## src/rtl/dds_pkg.sv

```systemverilog
// Shared definitions for the DDS key controller.
//   wave_t    : waveform codes driven on wave_sel
//   FCW_W     : default frequency-control-word width
//   STEP_NUM  : number of tuning steps (indices 0..STEP_NUM-1)
//   fcw_step(): FCW increment for each step index (1 Hz .. 100 kHz at 50 MHz, 2^32)
package dds_pkg;

  localparam int FCW_W    = 32;
  localparam int STEP_NUM = 6;

  typedef enum logic [1:0] {
    WAVE_SINE     = 2'd0,
    WAVE_SQUARE   = 2'd1,
    WAVE_TRIANGLE = 2'd2,
    WAVE_SAW      = 2'd3
  } wave_t;

  // Indices 6/7 cannot be reached by the step counter; they fall back to the
  // smallest step so an upset never produces a large jump.
  function automatic logic [FCW_W-1:0] fcw_step(input logic [2:0] idx);
    case (idx)
      3'd0:    fcw_step = 32'd86;
      3'd1:    fcw_step = 32'd859;
      3'd2:    fcw_step = 32'd8_590;
      3'd3:    fcw_step = 32'd85_899;
      3'd4:    fcw_step = 32'd858_993;
      3'd5:    fcw_step = 32'd8_589_935;
      default: fcw_step = 32'd86;
    endcase
  endfunction

endpackage

```

## src/rtl/dds_fcw_sat.sv

```systemverilog
// Registered frequency control word with saturating add/subtract.
//   clk, rst_n : clock, asynchronous active-low reset
//   inc, dec   : add / subtract step this cycle (both together = no change)
//   step       : current tuning step
//   fcw        : registered frequency control word
//   changed    : combinational, high when fcw will change at the next edge
module dds_fcw_sat #(
  parameter int               FCW_W    = 32,
  parameter logic [FCW_W-1:0] FCW_INIT = 32'd85_899,
  parameter logic [FCW_W-1:0] FCW_MIN  = 32'd86,
  parameter logic [FCW_W-1:0] FCW_MAX  = 32'd858_993_459
) (
  input  logic             clk,
  input  logic             rst_n,
  input  logic             inc,
  input  logic             dec,
  input  logic [FCW_W-1:0] step,
  output logic [FCW_W-1:0] fcw,
  output logic             changed
);

  logic [FCW_W:0]   sum;
  logic [FCW_W:0]   floor;
  logic [FCW_W-1:0] fcw_nxt;

  // One extra bit on both compares so neither the sum nor MIN+step can wrap.
  always_comb begin
    sum     = {1'b0, fcw} + {1'b0, step};
    floor   = {1'b0, FCW_MIN} + {1'b0, step};
    fcw_nxt = fcw;
    if (inc && !dec) begin
      fcw_nxt = (sum > {1'b0, FCW_MAX}) ? FCW_MAX : sum[FCW_W-1:0];
    end else if (dec && !inc) begin
      fcw_nxt = ({1'b0, fcw} < floor) ? FCW_MIN : (fcw - step);
    end
  end

  assign changed = (fcw_nxt != fcw);

  always_ff @(posedge clk or negedge rst_n) begin
    if (!rst_n) fcw <= FCW_INIT;
    else        fcw <= fcw_nxt;
  end

endmodule

```

## src/rtl/dds_key_ctrl.sv

```systemverilog
// DDS configuration controller driven by debounced single-cycle key pulses.
//   sys_clk, sys_rst_n : clock, asynchronous active-low reset
//   key_wave/key_step  : advance waveform / tuning step
//   key_up/key_down    : fcw +/- step with saturation at FCW_MIN/FCW_MAX
//   key_amp            : advance amplitude shift (only with DDS_AMP_CTRL_EN)
//   wave_sel, step_idx, fcw, amp_shift : registered configuration
//   cfg_upd            : one-cycle strobe, high when any output just changed
// Build option: define DDS_AMP_CTRL_EN to build the amplitude counter;
// otherwise key_amp is ignored and amp_shift is tied to 0.
module dds_key_ctrl
  import dds_pkg::*;
#(
  parameter int               FCW_W     = dds_pkg::FCW_W,
  parameter logic [FCW_W-1:0] FCW_INIT  = 32'd85_899,
  parameter logic [FCW_W-1:0] FCW_MIN   = 32'd86,
  parameter logic [FCW_W-1:0] FCW_MAX   = 32'd858_993_459,
  parameter logic [2:0]       STEP_INIT = 3'd3
) (
  input  logic             sys_clk,
  input  logic             sys_rst_n,
  input  logic             key_wave,
  input  logic             key_step,
  input  logic             key_up,
  input  logic             key_down,
  input  logic             key_amp,
  output logic [1:0]       wave_sel,
  output logic [2:0]       step_idx,
  output logic [FCW_W-1:0] fcw,
  output logic [1:0]       amp_shift,
  output logic             cfg_upd
);

  wave_t            wave;
  logic [FCW_W-1:0] step;
  logic             fcw_chg;
  logic             amp_chg;

  always_ff @(posedge sys_clk or negedge sys_rst_n) begin
    if (!sys_rst_n) begin
      wave <= WAVE_SINE;
    end else if (key_wave) begin
      case (wave)
        WAVE_SINE:     wave <= WAVE_SQUARE;
        WAVE_SQUARE:   wave <= WAVE_TRIANGLE;
        WAVE_TRIANGLE: wave <= WAVE_SAW;
        default:       wave <= WAVE_SINE;
      endcase
    end
  end

  assign wave_sel = wave;

  always_ff @(posedge sys_clk or negedge sys_rst_n) begin
    if (!sys_rst_n) begin
      step_idx <= STEP_INIT;
    end else if (key_step) begin
      step_idx <= (step_idx >= 3'(STEP_NUM - 1)) ? 3'd0 : step_idx + 3'd1;
    end
  end

  // up/down use the step in force before this cycle's key_step takes effect.
  assign step = FCW_W'(fcw_step(step_idx));

  dds_fcw_sat #(
    .FCW_W    (FCW_W),
    .FCW_INIT (FCW_INIT),
    .FCW_MIN  (FCW_MIN),
    .FCW_MAX  (FCW_MAX)
  ) u_fcw_sat (
    .clk     (sys_clk),
    .rst_n   (sys_rst_n),
    .inc     (key_up),
    .dec     (key_down),
    .step    (step),
    .fcw     (fcw),
    .changed (fcw_chg)
  );

`ifdef DDS_AMP_CTRL_EN
  always_ff @(posedge sys_clk or negedge sys_rst_n) begin
    if (!sys_rst_n)   amp_shift <= 2'd0;
    else if (key_amp) amp_shift <= amp_shift + 2'd1;
  end

  assign amp_chg = key_amp;
`else
  logic unused_key_amp;

  assign unused_key_amp = key_amp;
  assign amp_shift      = 2'd0;
  assign amp_chg        = 1'b0;
`endif

  // wave, step and amp keys always move their counters; fcw only when not saturated.
  always_ff @(posedge sys_clk or negedge sys_rst_n) begin
    if (!sys_rst_n) cfg_upd <= 1'b0;
    else            cfg_upd <= key_wave | key_step | fcw_chg | amp_chg;
  end

endmodule
```

## config.mk

```make
export PLATFORM = sky130hd
export DESIGN_NAME = dds_key_ctrl
export DESIGN_NICKNAME = d
export VERILOG_FILES = /design/src/rtl/dds_pkg.sv /design/src/rtl/dds_fcw_sat.sv /design/src/rtl/dds_key_ctrl.sv
export SDC_FILE = /design/constraint.sdc
export NUM_CORES = 1
export LEC_CHECK = 0
export CORE_MARGIN = 4
export CORE_UTILIZATION = 30
export CTS_CLUSTER_DIAMETER = 120
export DETAILED_ROUTE_END_ITERATION = 6
export GPL_TIMING_DRIVEN = 1
export PLACE_DENSITY = 0.54
export SYNTH_ARGS = -nofsm -noshare
export SYNTH_HDL_FRONTEND = slang
export SYNTH_HIERARCHICAL = 1
export SYNTH_SLANG_ARGS = --single-unit
export TNS_END_PERCENT = 50
```

## constraint.sdc

```tcl
create_clock -name sys_clk -period 9.7 [get_ports sys_clk]
set_clock_uncertainty 0.15 [all_clocks]
set_input_delay 1.94 -clock sys_clk [delete_from_list [all_inputs] [get_ports sys_clk]]
set_output_delay 1.94 -clock sys_clk [all_outputs]
set_load 0.1 [all_outputs]
```

==> flow_summary_export.csv, run 1 <==
group,metric,value,unit
grt,grt_overflow,0,
floorplan,die_w,177,um
sta,maxSlewHeadroom,33.2,%
detailed_routing,route.vias.total,9338,
worst_setup_path,cpMaxStageDelayCell,"nor2b_1",
worst_hold_path,holdCritStartpoint,"step_idx[0]",
placement,place_hpwl,25300,um
outcome,status,"finished, final reports clean",
logic_synthesis,synth.area.mux_share,2.02,%
logic_synthesis,mappedNetlistArea,8610,um^2
floorplan,die-area,31500,um^2
logic_synthesis,syn_inst,1231,
worst_setup_path,crit_family,"simple AND/OR/NAND/NOR gates",
detailed_routing,ant_nets,0,
logic_synthesis,ys.flop_type,"dfrtp_1",
sta,setup_viol,0,
logic_synthesis,synth-xor-area-share,7.94,%
grt,track_usage,19.9,%
grt,antenna_found_initial,0,
logic_synthesis,yosys.cell_types.count,86,
placement,place_congestion,0.913,
grt,grt_max_degree,39,
floorplan,rows,61,
worst_setup_path,critPathBufInv,3,
worst_setup_path,cp.arrival,8.46,ns
sta,finalCriticalPeriod,8.43,ns
logic_synthesis,synth_fa_ha_area_share,15.1,%
finish,drive_gt1_share,5.22,%
finish,ff_latch_area,966,um^2
finish,fin_nets,1392,
sta,finalCritPeriodShare,86.9,%
placement,place_inst,1653,
sta,worstMarginPinSlew,0.998,ns
clocking,cts.repair.resized,0,
clocking,cts_hold_buf,0,
detailed_routing,avgRoutedWirePerCell,19.2,um
sta,tns,0,ns
logic_synthesis,ys_seq_area_share,11.2,%
finish,multi_input_area,7250,um^2
detailed_routing,firstDrtPassIters,5,
logic_synthesis,async_flop_share,100,%
detailed_routing,drc,0,
detailed_routing,drt_wl_total,32000,um
floorplan,core-area,28000,um^2
worst_hold_path,hp-class,"reg2reg",
clocking,clk_pin_slew,0.07,ns
clocking,clock_tree.buffer_depth,2,
sta,max_freq,0.119,GHz
worst_setup_path,critPathLaunch,"step_idx[1]",
job,drv_cap,0,
finish,area_delta_synth_final,12.4,%
clocking,cts.sinks,38,
clocking,htreeDepth,2,
clocking,insertion_delay,0.30,ns
worst_setup_path,end_kind,"register",
worst_setup_path,worstPathMaxFanout,21,
logic_synthesis,ys_seq_elements,38,
logic_synthesis,synth_top_family_by_area,"compound AO/OA/AOI/OAI gates",
grt,grt_pass1_wl,49700,um
sta,hold_viol_final,0,
sta,rsz0062_at_grt,"no",
clocking,numCtsBuffers,5,
detailed_routing,viasPerCell,5.62,
clocking,root_buffer,"clkbuf_16",
floorplan,io_pins,47,
worst_setup_path,timing.rr.start,"step_idx[1]",
finish,instances_no_fill,1662,
logic_synthesis,synth_compound_area_share,30.2,%
grt,grt_pass1_vias,8585,
clocking,cts_tree,"built",
worst_setup_path,required,9.72,ns
logic_synthesis,yosysWarnings,6,
floorplan,start_util,30.7,%
logic_synthesis,synth-simple-area-share,27.1,%
worst_setup_path,max_stage_delay,0.78,ns
detailed_routing,drt_iter0_markers,753,
worst_setup_path,worstSetupPathType,"reg2reg",
sta,slew_violations,0,
worst_setup_path,startpoint_type,"register",
logic_synthesis,synth_edf_count,0,
finish,n_fill_cell,3043,
logic_synthesis,syn_avg_cell_area,6.99,um^2
placement,numPortBuffers,43,
floorplan,die_h,177,um
clocking,cts_setup_buffers,0,
## through the flow
step	instance area (um^2)	worst slack, ns	hold WS (ns)	util (%)
2_1_floorplan	8760	1.91	0.584	-
3_3_place_gp	9540	1.34	0.376	34.0
5_1_grt	9670	0.811	0.420	34.5
6_report	9680	1.27	0.390	34.5
4_1_cts	9670	1.31	0.399	34.5
3_5_place_dp	9540	1.34	0.384	34.0
## final timing paths
check                           cells after the start                to  slack, ns
worst min register to register                      2       step_idx[0]       0.39
worst min-delay path                                2       step_idx[0]       0.39
worst max register to register                     26           cfg_upd       1.27
max in group asynchronous                           1  u_fcw_sat/fcw[4]       7.14
worst max-delay path                               26           cfg_upd       1.27
min in group asynchronous                           1       step_idx[2]       1.66
## cell usage after synthesis (all sizes together) (17+ instances only)
master / instances / area, um^2
xnor2: 69 / 604
o21ai: 76 / 384
nor2b: 21 / 131
buf: 18 / 103
o21a: 19 / 143
ha: 101 / 1260
nor2: 131 / 492
nand2: 94 / 353
inv: 79 / 297
a211oi: 20 / 173
nand3: 32 / 160
nor3: 46 / 241
nand2b: 27 / 169
clkbuf: 39 / 146
a21oi: 124 / 636
o211ai: 17 / 128
dfrtp: 26 / 651
a31oi: 17 / 106
## layer usage
metal	vias to the layer above	global-route usage (%)	wire length, um
li1	4562	-	-
met1	4396	28.1	14800
met2	338	32.6	14400
met3	42	2.13	1950
met4	0	4.83	777
met5	-	0	0
## worst min-delay path, stage by stage, from the launching register on
cell	delay, ns
dfstp_2	0.41
nand2b_1	0.07
o21ai_1	0.06
## logic make-up (layout without fill, tap and decap cells)
group | Yosys count | after routing
simple gates | 459 | 459
buf+inv | 137 | 147
flops | 38 | 38
mux | 17 | 17
compound gates | 398 | 398
fa+ha+maj | 103 | 103
xor+xnor | 78 | 78
other cells | 1 | 44
## state kept, by name (all words and copies together) (netlist names)
signal	cells
cfg_upd	1
u_fcw_sat/fcw	32
wave_sel	2
step_idx	3
## layout by cell type (no fill, tap or decap), drive strengths merged, types with 11 or more instances in the layout
master / instances
nor2: 131
a21oi: 124
ha: 101
nand2: 94
inv: 79
o21ai: 76
xnor2: 69
nor3: 46
conb: 43
clkdlybuf4s50: 42
nand3: 32
nand2b: 27
dfrtp: 26
nor2b: 21
a211oi: 20
o21a: 19
o211ai: 17
a31oi: 17
buf: 17
nand4: 16
o31ai: 16
nor4: 16
mux2i: 14
or4: 14
a21o: 13
dfstp: 12
or2: 12
o21bai: 11
and3: 11
## area by class of cell
class,count,share of cell area [%]
Antenna cell,1,0.0259
Tap cell,378,4.89
Clock inverter,2,0.103
Multi-Input combinational cell,1098,74.9
Timing Repair Buffer,59,5.64
Sequential cell,38,9.98
Inverter,80,3.10
Clock buffer,6,1.33
Power of run 1 is left out: the tool's default activity adds up to more than one toggle a clock period on the data nets, which glitch-free logic cannot reach.
==> run 2: changes to the inputs <==
--- a/config.mk
+++ b/config.mk
@@ -12,3 +12,4 @@
 export GPL_TIMING_DRIVEN = 1
-export PLACE_DENSITY = 0.54
+export PLACE_DENSITY = 0.51
+export REMOVE_ABC_BUFFERS = 1
 export SYNTH_ARGS = -nofsm -noshare
==> constraint.sdc (replaced) <==
create_clock -name sys_clk -period 9.7 [get_ports sys_clk]
set_clock_uncertainty 0.15 [all_clocks]
set_input_delay 2.425 -clock sys_clk [delete_from_list [all_inputs] [get_ports sys_clk]]
set_output_delay 2.425 -clock sys_clk [all_outputs]
set_load 0.1 [all_outputs]
==> run 2 against run 1 <==
- maximum frequency rose by 0.11%
- cell count rose by 0.12%
- register-to-register slack barely moved
- cell area rose by 0.83%
- sequential cell count did not move
- global-route usage rose by 0.59 points
- sequential share of layout area fell by 0.082 points
- via count rose by 0.34%
- critical path depth rose by 3
- critical path type unchanged
- largest cell class unchanged
- highest routed layer unchanged
==> flow_summary_export.csv, run 2 (synthesis results as in run 1) <==
group,metric,value,unit
outcome,status,"finished, final reports clean",
floorplan,rows,61,
detailed_routing,drt_iter0_markers,806,
worst_setup_path,worstRegToRegCells,29,
finish,top_register,"u_fcw_sat/fcw",
placement,place_congestion,0.911,
placement,place_inst,1656,
worst_setup_path,cpMaxStageDelayCell,"o21a_1",
clocking,cts_tree,"built",
floorplan,io_pins,47,
sta,tns,0,ns
detailed_routing,avgRoutedWirePerCell,19.7,um
worst_setup_path,required,9.72,ns
grt,use_met1,29.1,%
clocking,clk_pin_slew,0.07,ns
clocking,cts_setup_buffers,0,
worst_hold_path,whs_path_depth,2,
finish,final_common_cell,"nor2_1",
detailed_routing,viasPerCell,5.63,
sta,rsz0062_at_grt,"no",
floorplan,die_h,177,um
sta,finalCritPeriodShare,86.8,%
sta,slew_violations,0,
worst_setup_path,cp.arrival,8.44,ns
grt,grt_overflow,0,
detailed_routing,firstDrtPassIters,6,
worst_setup_path,end_kind,"register",
detailed_routing,drc,0,
clocking,cts_hold_buf,0,
clocking,htreeDepth,2,
placement,numPortBuffers,43,
clocking,root_buffer,"clkbuf_16",
clocking,cts.repair.resized,0,
sta,maxSlewHeadroom,28.3,%
grt,grt_max_degree,39,
finish,drive_gt1_share,5.52,%
detailed_routing,ant_nets,0,
floorplan,die-area,31500,um^2
detailed_routing,drt_wl_total,32900,um
sta,hold_viol_final,0,
floorplan,start_util,30.7,%
placement,place_hpwl,25900,um
clocking,insertion_delay,0.29,ns
job,drv_cap,0,
finish,antenna_cells,0,
finish,layout_common_cells,"nor2_1 (131), a21oi_1 (122), ha_1 (101), nand2_1 (94), inv_1 (78)",
grt,antenna_found_initial,0,
grt,grt_pass1_wl,51100,um
worst_hold_path,hp-class,"reg2reg",
clocking,numCtsBuffers,5,
worst_setup_path,worstSetupPathType,"reg2reg",
grt,use_met3,2.68,%
detailed_routing,route.vias.total,9370,
sta,worstMarginPinSlew,1.06,ns
sta,setup_viol,0,
floorplan,core-area,28000,um^2
worst_setup_path,startpoint_type,"register",
finish,fin_nets,1395,
finish,instances_no_fill,1664,
sta,finalCriticalPeriod,8.42,ns
finish,largest_reg_flops,32,
finish,area_delta_synth_final,13.4,%
grt,track_usage,20.5,%
worst_setup_path,worstPathMaxFanout,18,
grt,grt_pass1_vias,8796,
worst_setup_path,max_stage_delay,0.70,ns
grt,grt_busiest_layer,"met2",
grt,grtUsageMet2,32.9,%
sta,max_freq,0.119,GHz
floorplan,die_w,177,um
clocking,clock_tree.buffer_depth,2,
clocking,cts.sinks,38,
run 2: metrics by stage:
stage | hold slack [ns] | utilization [%] | instance area [um^2] | worst slack, ns
6_report | 0.388 | 34.8 | 9760 | 1.28
5_1_grt | 0.410 | 34.8 | 9760 | 0.808
4_1_cts | 0.392 | 34.8 | 9760 | 1.39
3_5_place_dp | 0.380 | 34.1 | 9560 | 1.43
3_3_place_gp | 0.379 | 34.1 | 9560 | 1.48
2_1_floorplan | 0.584 | - | 8510 | 1.57
run 2: area by class of cell:
cell class                      count  area, um^2
Tap cell                          378         473
Timing Repair Buffer               62         568
Clock buffer                        6         139
Clock inverter                      2        60.1
Sequential cell                    38         966
Multi-Input combinational cell   1098        7250
Fill cell                        3078       18300
Inverter                           80         300
run 2: critical path, delay by kind of cell (launching register included):
kind,cells,cell delay (ns)
fa+ha+maj,3,0.98
flops,1,0.64
buf+inv,6,0.97
compound gates,9,2.83
xor+xnor,2,0.31
simple gates,9,2.41
run 2: path summary, 6_finish.rpt:
path                        startpoint           endpoint  slack (ns)
hold / removal             step_idx[0]        step_idx[0]        0.39
hold reg to reg            step_idx[0]        step_idx[0]        0.39
min in group asynchronous    sys_rst_n   u_fcw_sat/fcw[6]        2.14
max in group asynchronous    sys_rst_n  u_fcw_sat/fcw[15]        6.65
setup reg to reg           step_idx[2]            cfg_upd        1.28
setup / recovery           step_idx[2]            cfg_upd        1.28
run 2: layer usage:
layer  vias to the layer above  wire length [um]
li1                       4573                 -
met1                      4445             15700
met2                       314             14300
met3                        38              1970
met4                         0               894
met5                         -                 0
Power of run 2 is left out for the same reason.
